[config.mk]
export PLATFORM = sky130hd
export DESIGN_NAME = aes_round_arbiter
export DESIGN_NICKNAME = d
export VERILOG_FILES = /design/src/rtl/aes_round_arbiter.sv
export SDC_FILE = /design/constraint.sdc
export NUM_CORES = 1
export LEC_CHECK = 0
export ABC_AREA = 1
export CORE_AREA = 2 2 361 363
export DETAILED_ROUTE_END_ITERATION = 16
export DIE_AREA = 0 0 363 365
export SYNTH_ARGS = -nofsm -noshare
export SYNTH_HDL_FRONTEND = slang
export SYNTH_SLANG_ARGS = --single-unit
[constraint.sdc]
create_clock -name i_clk -period 3.4 [get_ports i_clk]
set_clock_uncertainty 0.2 [all_clocks]
set_input_delay 0.51 -clock i_clk [delete_from_list [all_inputs] [get_ports i_clk]]
set_output_delay 0.51 -clock i_clk [all_outputs]
set_load 0.02 [all_outputs]
[src/rtl/aes_round_arbiter.sv]
// aes_round_arbiter: shares one iterative AES round engine among NREQ requesters.
// Requesters offer 128-bit blocks over valid/ready. The arbiter grants them
// round-robin, runs the engine's start_round/done protocol and returns the
// result tagged with the requester id. An operation that never sees done
// within TIMEOUT cycles is aborted with an error response.
//
// Ports:
//   i_clk, i_rstn         clock, asynchronous active-low reset
//   i_req_valid/o_req_ready  per-requester handshake (ready is one-hot, IDLE only)
//   i_req_data            requester i block in bits [128*i +: 128]
//   o_resp_valid/i_resp_ready  result handshake
//   o_resp_id/o_resp_data/o_resp_err  result fields, held until accepted
//   o_start_round, o_aes_xin  engine start (held for whole op) and input block
//   i_aes_round_done, i_aes_xout  engine done flag and output block
//   o_busy                FSM not idle
//   o_timeout_err         sticky timeout flag, cleared only by reset
module aes_round_arbiter #(
  parameter int unsigned NREQ    = 4,
  parameter int unsigned IDW     = 2,
  parameter int unsigned TIMEOUT = 32
) (
  input  logic                  i_clk,
  input  logic                  i_rstn,
  input  logic [NREQ-1:0]       i_req_valid,
  input  logic [NREQ*128-1:0]   i_req_data,
  output logic [NREQ-1:0]       o_req_ready,
  output logic                  o_resp_valid,
  input  logic                  i_resp_ready,
  output logic [IDW-1:0]        o_resp_id,
  output logic [127:0]          o_resp_data,
  output logic                  o_resp_err,
  output logic                  o_start_round,
  output logic [127:0]          o_aes_xin,
  input  logic                  i_aes_round_done,
  input  logic [127:0]          i_aes_xout,
  output logic                  o_busy,
  output logic                  o_timeout_err
);

  localparam int unsigned CntW = $clog2(TIMEOUT);
  localparam logic [CntW-1:0] CntMax = CntW'(TIMEOUT - 1);

  typedef enum logic [1:0] {StIdle, StRun, StResp} state_e;

  state_e          r_state, w_state_next;
  logic [IDW-1:0]  r_rr_ptr;
  logic [IDW-1:0]  r_id;
  logic [127:0]    r_block;
  logic [CntW-1:0] r_cnt;
  logic [127:0]    r_resp_data;
  logic            r_resp_err;
  logic            r_timeout_err;

  logic            w_grant_found;
  logic [IDW-1:0]  w_grant_idx;
  logic [127:0]    w_grant_data;
  logic            w_timeout_hit;

  // Round-robin search starting just after the last winner.
  always_comb begin
    w_grant_found = 1'b0;
    w_grant_idx   = '0;
    for (int unsigned k = 1; k <= NREQ; k++) begin
      for (int unsigned i = 0; i < NREQ; i++) begin
        if (!w_grant_found && i_req_valid[i] && (i == (32'(r_rr_ptr) + k) % NREQ)) begin
          w_grant_found = 1'b1;
          w_grant_idx   = IDW'(i);
        end
      end
    end
  end

  always_comb begin
    w_grant_data = '0;
    for (int unsigned i = 0; i < NREQ; i++) begin
      if (w_grant_idx == IDW'(i)) w_grant_data = i_req_data[128*i +: 128];
    end
  end

  // Done takes priority over a coincident timeout.
  assign w_timeout_hit = !i_aes_round_done && (r_cnt == CntMax);

  // State register.
  always_ff @(posedge i_clk or negedge i_rstn) begin
    if (!i_rstn) r_state <= StIdle;
    else         r_state <= w_state_next;
  end

  // Next-state logic.
  always_comb begin
    w_state_next = r_state;
    unique case (r_state)
      StIdle:  if (w_grant_found) w_state_next = StRun;
      StRun:   if (i_aes_round_done || w_timeout_hit) w_state_next = StResp;
      StResp:  if (i_resp_ready) w_state_next = StIdle;
      default: w_state_next = StIdle;
    endcase
  end

  // Datapath registers.
  always_ff @(posedge i_clk or negedge i_rstn) begin
    if (!i_rstn) begin
      r_rr_ptr      <= IDW'(NREQ - 1);
      r_id          <= '0;
      r_block       <= '0;
      r_cnt         <= '0;
      r_resp_data   <= '0;
      r_resp_err    <= 1'b0;
      r_timeout_err <= 1'b0;
    end else begin
      case (r_state)
        StIdle: begin
          if (w_grant_found) begin
            r_block  <= w_grant_data;
            r_id     <= w_grant_idx;
            r_rr_ptr <= w_grant_idx;
            r_cnt    <= '0;
          end
        end
        StRun: begin
          r_cnt <= r_cnt + CntW'(1);
          if (i_aes_round_done) begin
            r_resp_data <= i_aes_xout;
            r_resp_err  <= 1'b0;
          end else if (w_timeout_hit) begin
            r_resp_data   <= '0;
            r_resp_err    <= 1'b1;
            r_timeout_err <= 1'b1;
          end
        end
        default: ;
      endcase
    end
  end

  // Outputs. Grants are suppressed while reset is held even though the
  // state already reads IDLE.
  always_comb begin
    o_req_ready = '0;
    for (int unsigned i = 0; i < NREQ; i++) begin
      o_req_ready[i] = i_rstn && (r_state == StIdle) && w_grant_found &&
                       (w_grant_idx == IDW'(i));
    end
    o_start_round = (r_state == StRun);
    o_aes_xin     = (r_state == StRun) ? r_block : '0;
    o_resp_valid  = (r_state == StResp);
    o_busy        = (r_state != StIdle);
    o_resp_id     = r_id;
    o_resp_data   = r_resp_data;
    o_resp_err    = r_resp_err;
    o_timeout_err = r_timeout_err;
  end

endmodule

### Word level (Yosys, flattened, before mapping)

Cells that the tools add are included.
W data, S select, Z words.

* input port bits: 648
* bits in registers: 269
* output and inout port bits: 267

* bitwise operators: 1
* add/sub/neg operators: 5
* reductions and logical operators: 69
* muxes and demuxes: 46
* equal/unequal tests: 21

Operators with widths (number)
* $mux W128: 7
* $logic_not A32 Y1: 4
* $logic_and A1 B1 Y1: 38
* $mux W2: 17
* $mux W1: 19
* $eq A2 B2 Y1 const A: 8
* $logic_not A1 Y1: 16
* $pmux W5 S2: 1
* $eq A1 B2 Y1 const A: 4
* $eq A2 B2 Y1 const B: 3
* $pmux W2 S3: 1
* $reduce_and A2 Y1: 3
* $reduce_and A3 Y1: 2
* $reduce_bool A2 Y1: 3
* $add A5 B1 Y5 const B: 1
* $eq A5 B5 Y1 const B: 1
* $mux W5: 1
* $add A2 B1 Y2 const B: 2
* $add A2 B2 Y2 const B: 2
* $eq A2 B1 Y1 const B: 2
* $logic_not A2 Y1: 2
* $ne A2 B1 Y1 const B: 2
* $ne A2 B2 Y1 const B: 1
* $logic_or A1 B1 Y1: 1
* $not A1 Y1: 1

### Longest topological paths before layout

* depth in word-level cells: 69
* depth in mapped cells: 18
* depth with buffers taken out: 16

### Worst setup path before layout

Ideal clock, no wire load.

* path kind: reg-to-output
* start point: register r_rr_ptr[0]
* end point: output o_req_ready[2]
* required time: 2.690 ns
* setup slack: 0.244 ns
* stages on the path, launching flop included: 15
* data arrival time: 2.446 ns
* buffers on the path: 2
* path through: dfstp_2 > inv_1 > nand3_1 > nand2_2 > nor2_4 > nand4_2 > nor2_1 > nand4_1 > nor2_1 > nand4_1 > nand2_1 > inv_2 > buf_2 > clkbuf_1 > nor3_1

* longest elaborated chain between the ends: 66

RTL lines
* start: declaration: line 46 `logic [IDW-1:0] r_rr_ptr;`
* start signal: assignment: line 103 `r_rr_ptr <= IDW'(NREQ - 1);`
* start signal: assignment: line 116 `r_rr_ptr <= w_grant_idx;`
* $add A2 B1 Y2: line 65 `if (!w_grant_found && i_req_valid[i] && (i == (32'(r_rr_ptr) + k) % NREQ)) begin`
* $logic_not A32 Y1: line 65
* $logic_and A1 B1 Y1: line 65
* $mux W1: line 65
* $logic_not A1 Y1: line 65
* $logic_and A1 B1 Y1 (2 in series): line 65
* $mux W1: line 65
* $logic_not A1 Y1: line 65
* [47 not listed]
* $logic_not A1 Y1: line 65
* $logic_and A1 B1 Y1 (2 in series): line 65
* $mux W1: line 65
* $logic_not A1 Y1: line 65
* $logic_and A1 B1 Y1 (2 in series): line 65
* $mux W2 or $mux W1 (tied branches): line 65
* $eq A2 B2 Y1 or $logic_and A1 B1 Y1 (tied branches): line 142, 141
* $logic_and A1 B1 Y1 *: line 141 `o_req_ready[i] = i_rstn && (r_state == StIdle) && w_grant_found &&`
* end: declaration: line 26 `output logic [NREQ-1:0] o_req_ready,`

Every way passes the cells marked *; elsewhere a longest branch is shown, timed or not.

### Worst setup path in the final report

* start point: register r_rr_ptr[1]
* end point: output o_req_ready[0]

* longest elaborated chain between the ends: 66

RTL lines (line)
* $add A2 B1 Y2: 65
* $logic_not A32 Y1: 65
* $logic_and A1 B1 Y1: 65
* $mux W1: 65
* $logic_not A1 Y1: 65
* $logic_and A1 B1 Y1 (2 in series): 65
* $mux W1: 65
* $logic_not A1 Y1: 65
* [47 not listed]
* $logic_not A1 Y1: 65
* $logic_and A1 B1 Y1 (2 in series): 65
* $mux W1: 65
* $logic_not A1 Y1: 65
* $logic_and A1 B1 Y1 (2 in series): 65
* $mux W2 or $mux W1 (tied branches): 65
* $logic_not A2 Y1 or $logic_and A1 B1 Y1 (tied branches): 142, 141
* $logic_and A1 B1 Y1 *: 141

Marks and branches as above.

==> impl_metrics.csv <==
group,metric,value,unit
clock_network,clk_path_buf_depth,3,
sta,fmax,0.2835,GHz
layout,fin_area,31200,µm²
synth,yosys_warnings,0,
critical_path,r2r-end,"r_block[3]$_DFFE_PN0P_",
sta,relSlewSlack,38.35,%
floorplanning,rows,132,
global_routing,gr-usage-all-layers,18.44,%
floorplanning,ios,915,
sta,tns,-0.4481,ns
layout,fin_cells,5045,
layout,fin_util,24.25,%
layout,layout.nets,3971,
floorplanning,die_h,365,µm
critical_path,cp.arrival,2.82,ns
route,viasPerCell,4.385,
synth,netlist_area,16610,µm²
critical_path,required,2.69,ns
outcome,status,"finished, violations left",
floorplanning,floorplan.initialDensity,12.91,%
sta,fin_crit_sh,103.7,%
critical_path,timing.critical_path.buf_inv,4,
critical_path,crit_path_cell_trace,"nor2_4, nand2_2, nand2_2, nor2_4, nand4_4, nor2_1, nand4_1, nor3_2, buf_4, nand4_4, buf_12, nand2_8, buf_6, nor3_2, buf_4",
place,dpl.hpwl,101500,µm
clock_network,cts_tree,"built",
critical_path,reg2reg_setup_slack,-0.02,ns
floorplanning,coreArea,128700,µm²
critical_path,r2r_cells,19,
sta,finalSetupViolCount,5,
global_routing,antenna_found_initial,62,
global_routing,grt_max_degree,143,
route,vias,22123,
route,dr.pass1.iters,5,
route,drc_errors,0,
synth,synth_compound_area_share,0.3014,%
synth,yosys_register_bits,269,
route,routed_wl,135800,µm
outcome,failed_checks,"setup timing",
global_routing,grt_pass1_wl,170600,µm
critical_path,crit_path_max_incr_delay,0.59,ns
layout,area_growth,87.88,%
power_and_ir_drop,powerDensity,1179,nW/µm²
synth,synth_nets,3067,
synth,synth-xor-area-share,0,%
synth,synthSimpleGateAreaFrac,48.68,%
synth,synthAdderAreaFrac,0.1507,%
synth,synth_top_family_by_area,"simple AND/OR/NAND/NOR gates",
route,avgRoutedWirePerCell,26.92,µm
global_routing,first_global_vias,20443,
synth,synthTopCellsByArea,"dfrtp_1 40%, nand4_1 15%, nor2_1 12%",
sta,rsz0062_at_grt,"yes",
power_and_ir_drop,totalPowerFinal,36.79,mW
critical_path,timing.rr.start,"r_rr_ptr[1]$_DFFE_PN1P_",
route,drtIter0Drc,1832,
power_and_ir_drop,vdd_drop_max,0.9163,mV
place,place.gp.congestion,0.9186,
global_routing,grt_overflow,0,
route,postRouteAntennaNets,0,
critical_path,crit_fanout,4,
critical_path,cp_top_family,"simple AND/OR/NAND/NOR gates",
critical_path,start_kind,"register",
synth,yosysSeqAreaShare,40.55,%
synth,muxShareOfSynthArea,0,%
synth,synthDistinctLibCells,27,
sta,drv_slew,0,
clock_network,cts.clk_slew.worst_paths,0.06,ns
critical_path,slowest_stage,"dfstp_2",
synth,synth_top_area_share,40.24,%
synth,synth_top_area_cell,"dfrtp_1",
critical_path,cp-end-kind,"output port",
clock_network,cts_max_level,2,
clock_network,cts_inserted_buffers,41,
layout,final_cell_mix,"882 x clkdlybuf4s50_1, 511 x nor2_1, 407 x nand2_1",
layout,fill_cells,14122,
synth,syn-instance-count,2417,
clock_network,clock_latency,0.60,ns
sta,hold_viol,0,
place,dpl.cell_count,4906,
job,drv_cap,0,
layout,final_layout_size_suffix_gt1_share,10.83,%
floorplanning,die_w,363,µm
layout,mostFrequentLayoutCell,"clkdlybuf4s50_1",
hold_path,hp-class,"in2async",
synth,postSynthAreaPerCell,6.870,µm²
power_and_ir_drop,leakagePower,13.62,nW
place,placed_cell_area,28330,µm²
sta,setup_slack,-0.1273,ns
sta,worst_pin_slew,0.9248,ns
clock_network,cts_root_buffer,"clkbuf_16",
clock_network,clock_sinks,269,
floorplanning,dieArea,132500,µm²
sta,period_minus_slack,3.527,ns
place,io_buffers,914,
critical_path,critical_path_class,"reg2out",
## area by class of cell
cell class | count | area [µm²] | area share, %
well taps | 1675 | 2096 | 6.717
repair buffers | 1099 | 11750 | 37.67
flip-flops and latches | 269 | 6734 | 21.58
inverters | 151 | 601.8 | 1.929
diodes | 18 | 45.04 | 0.1444
multi-input cells | 1759 | 8513 | 27.29
clock inverters | 19 | 309.0 | 0.9906
clock buffers | 55 | 1149 | 3.682
## Yosys cell counts
master      n
a21oi_1     1
buf_1      26
buf_2      61
buf_4      21
buf_6      13
clkbuf_1  117
clkinv_1    1
dfrtp_1   267
dfstp_2     2
ha_1        2
inv_1     146
inv_2       4
nand2_1   416
nand2_2     3
nand3_1   397
nand4_1   388
nand4_2     2
nor2_1    536
nor2_4      1
nor3_1      5
nor3_2      1
o21ai_0     1
o21ai_1     2
o21ai_4     1
o22ai_1     1
o31ai_1     1
or2_2       1
## state kept, by name, indices dropped and copies added (netlist names)
| register | flops |
|---|---|
| o_timeout_err | 1 |
| o_resp_id | 2 |
| r_block | 128 |
| o_resp_data | 128 |
| r_state | 2 |
| r_cnt | 5 |
| r_rr_ptr | 2 |
| o_resp_err | 1 |
## timing repair
action	CTS	global route
setup buffers	7	12
pin swaps	19	32
endpoints found under the setup margin	5	103
gates cloned	1	27
hold buffers	2	0
gates resized for setup	61	109
endpoints found under the hold margin	35	0
## how the worst max path moves through the flow
stage          depth (start not counted)               startpoint                       to
5_1_grt                               15  r_rr_ptr[1]$_DFFE_PN1P_           o_req_ready[0]
2_1_floorplan                         14  r_rr_ptr[0]$_DFFE_PN1P_           o_req_ready[2]
3_3_place_gp                          16           i_req_valid[0]  r_block[17]$_DFFE_PN0P_
6_report                              15  r_rr_ptr[1]$_DFFE_PN1P_           o_req_ready[0]
3_5_place_dp                          16           i_req_valid[3]  r_block[17]$_DFFE_PN0P_
4_1_cts                               14  r_rr_ptr[1]$_DFFE_PN1P_           o_req_ready[0]
## routing by layer
| layer | track usage [%] | vias up | routed length [µm] |
|---|---|---|---|
| li1 | - | 9985 | - |
| met1 | 23.03 | 10776 | 54610 |
| met2 | 29.99 | 1082 | 63230 |
| met3 | 6.469 | 226 | 13470 |
| met4 | 4.955 | 54 | 4160 |
| met5 | 0 | - | 357 |
## through the flow
step / hold slack [ns] / setup slack, ns
2_1_floorplan: 0.01441 / 0.2440
3_3_place_gp: 0.2039 / -0.9302
3_5_place_dp: 0.2080 / -0.8452
4_1_cts: 0.1475 / -0.2190
5_1_grt: 0.1673 / -0.2994
6_report: 0.2006 / -0.1273
## power breakdown
part | switching, mW | internal, mW | total [mW]
registers | 0.892 | 4.86 | 5.76
clock network | 1.88 | 2.85 | 4.73
logic | 16.6 | 9.68 | 26.3
## kinds of logic after synthesis
group,count (synthesis)
and+or+nand+nor,1750
buffers and inverters,389
DFF,269
AOI/OAI and AO/OA,7
adders and majority gates,2
(Power assumes the default switching activity.)
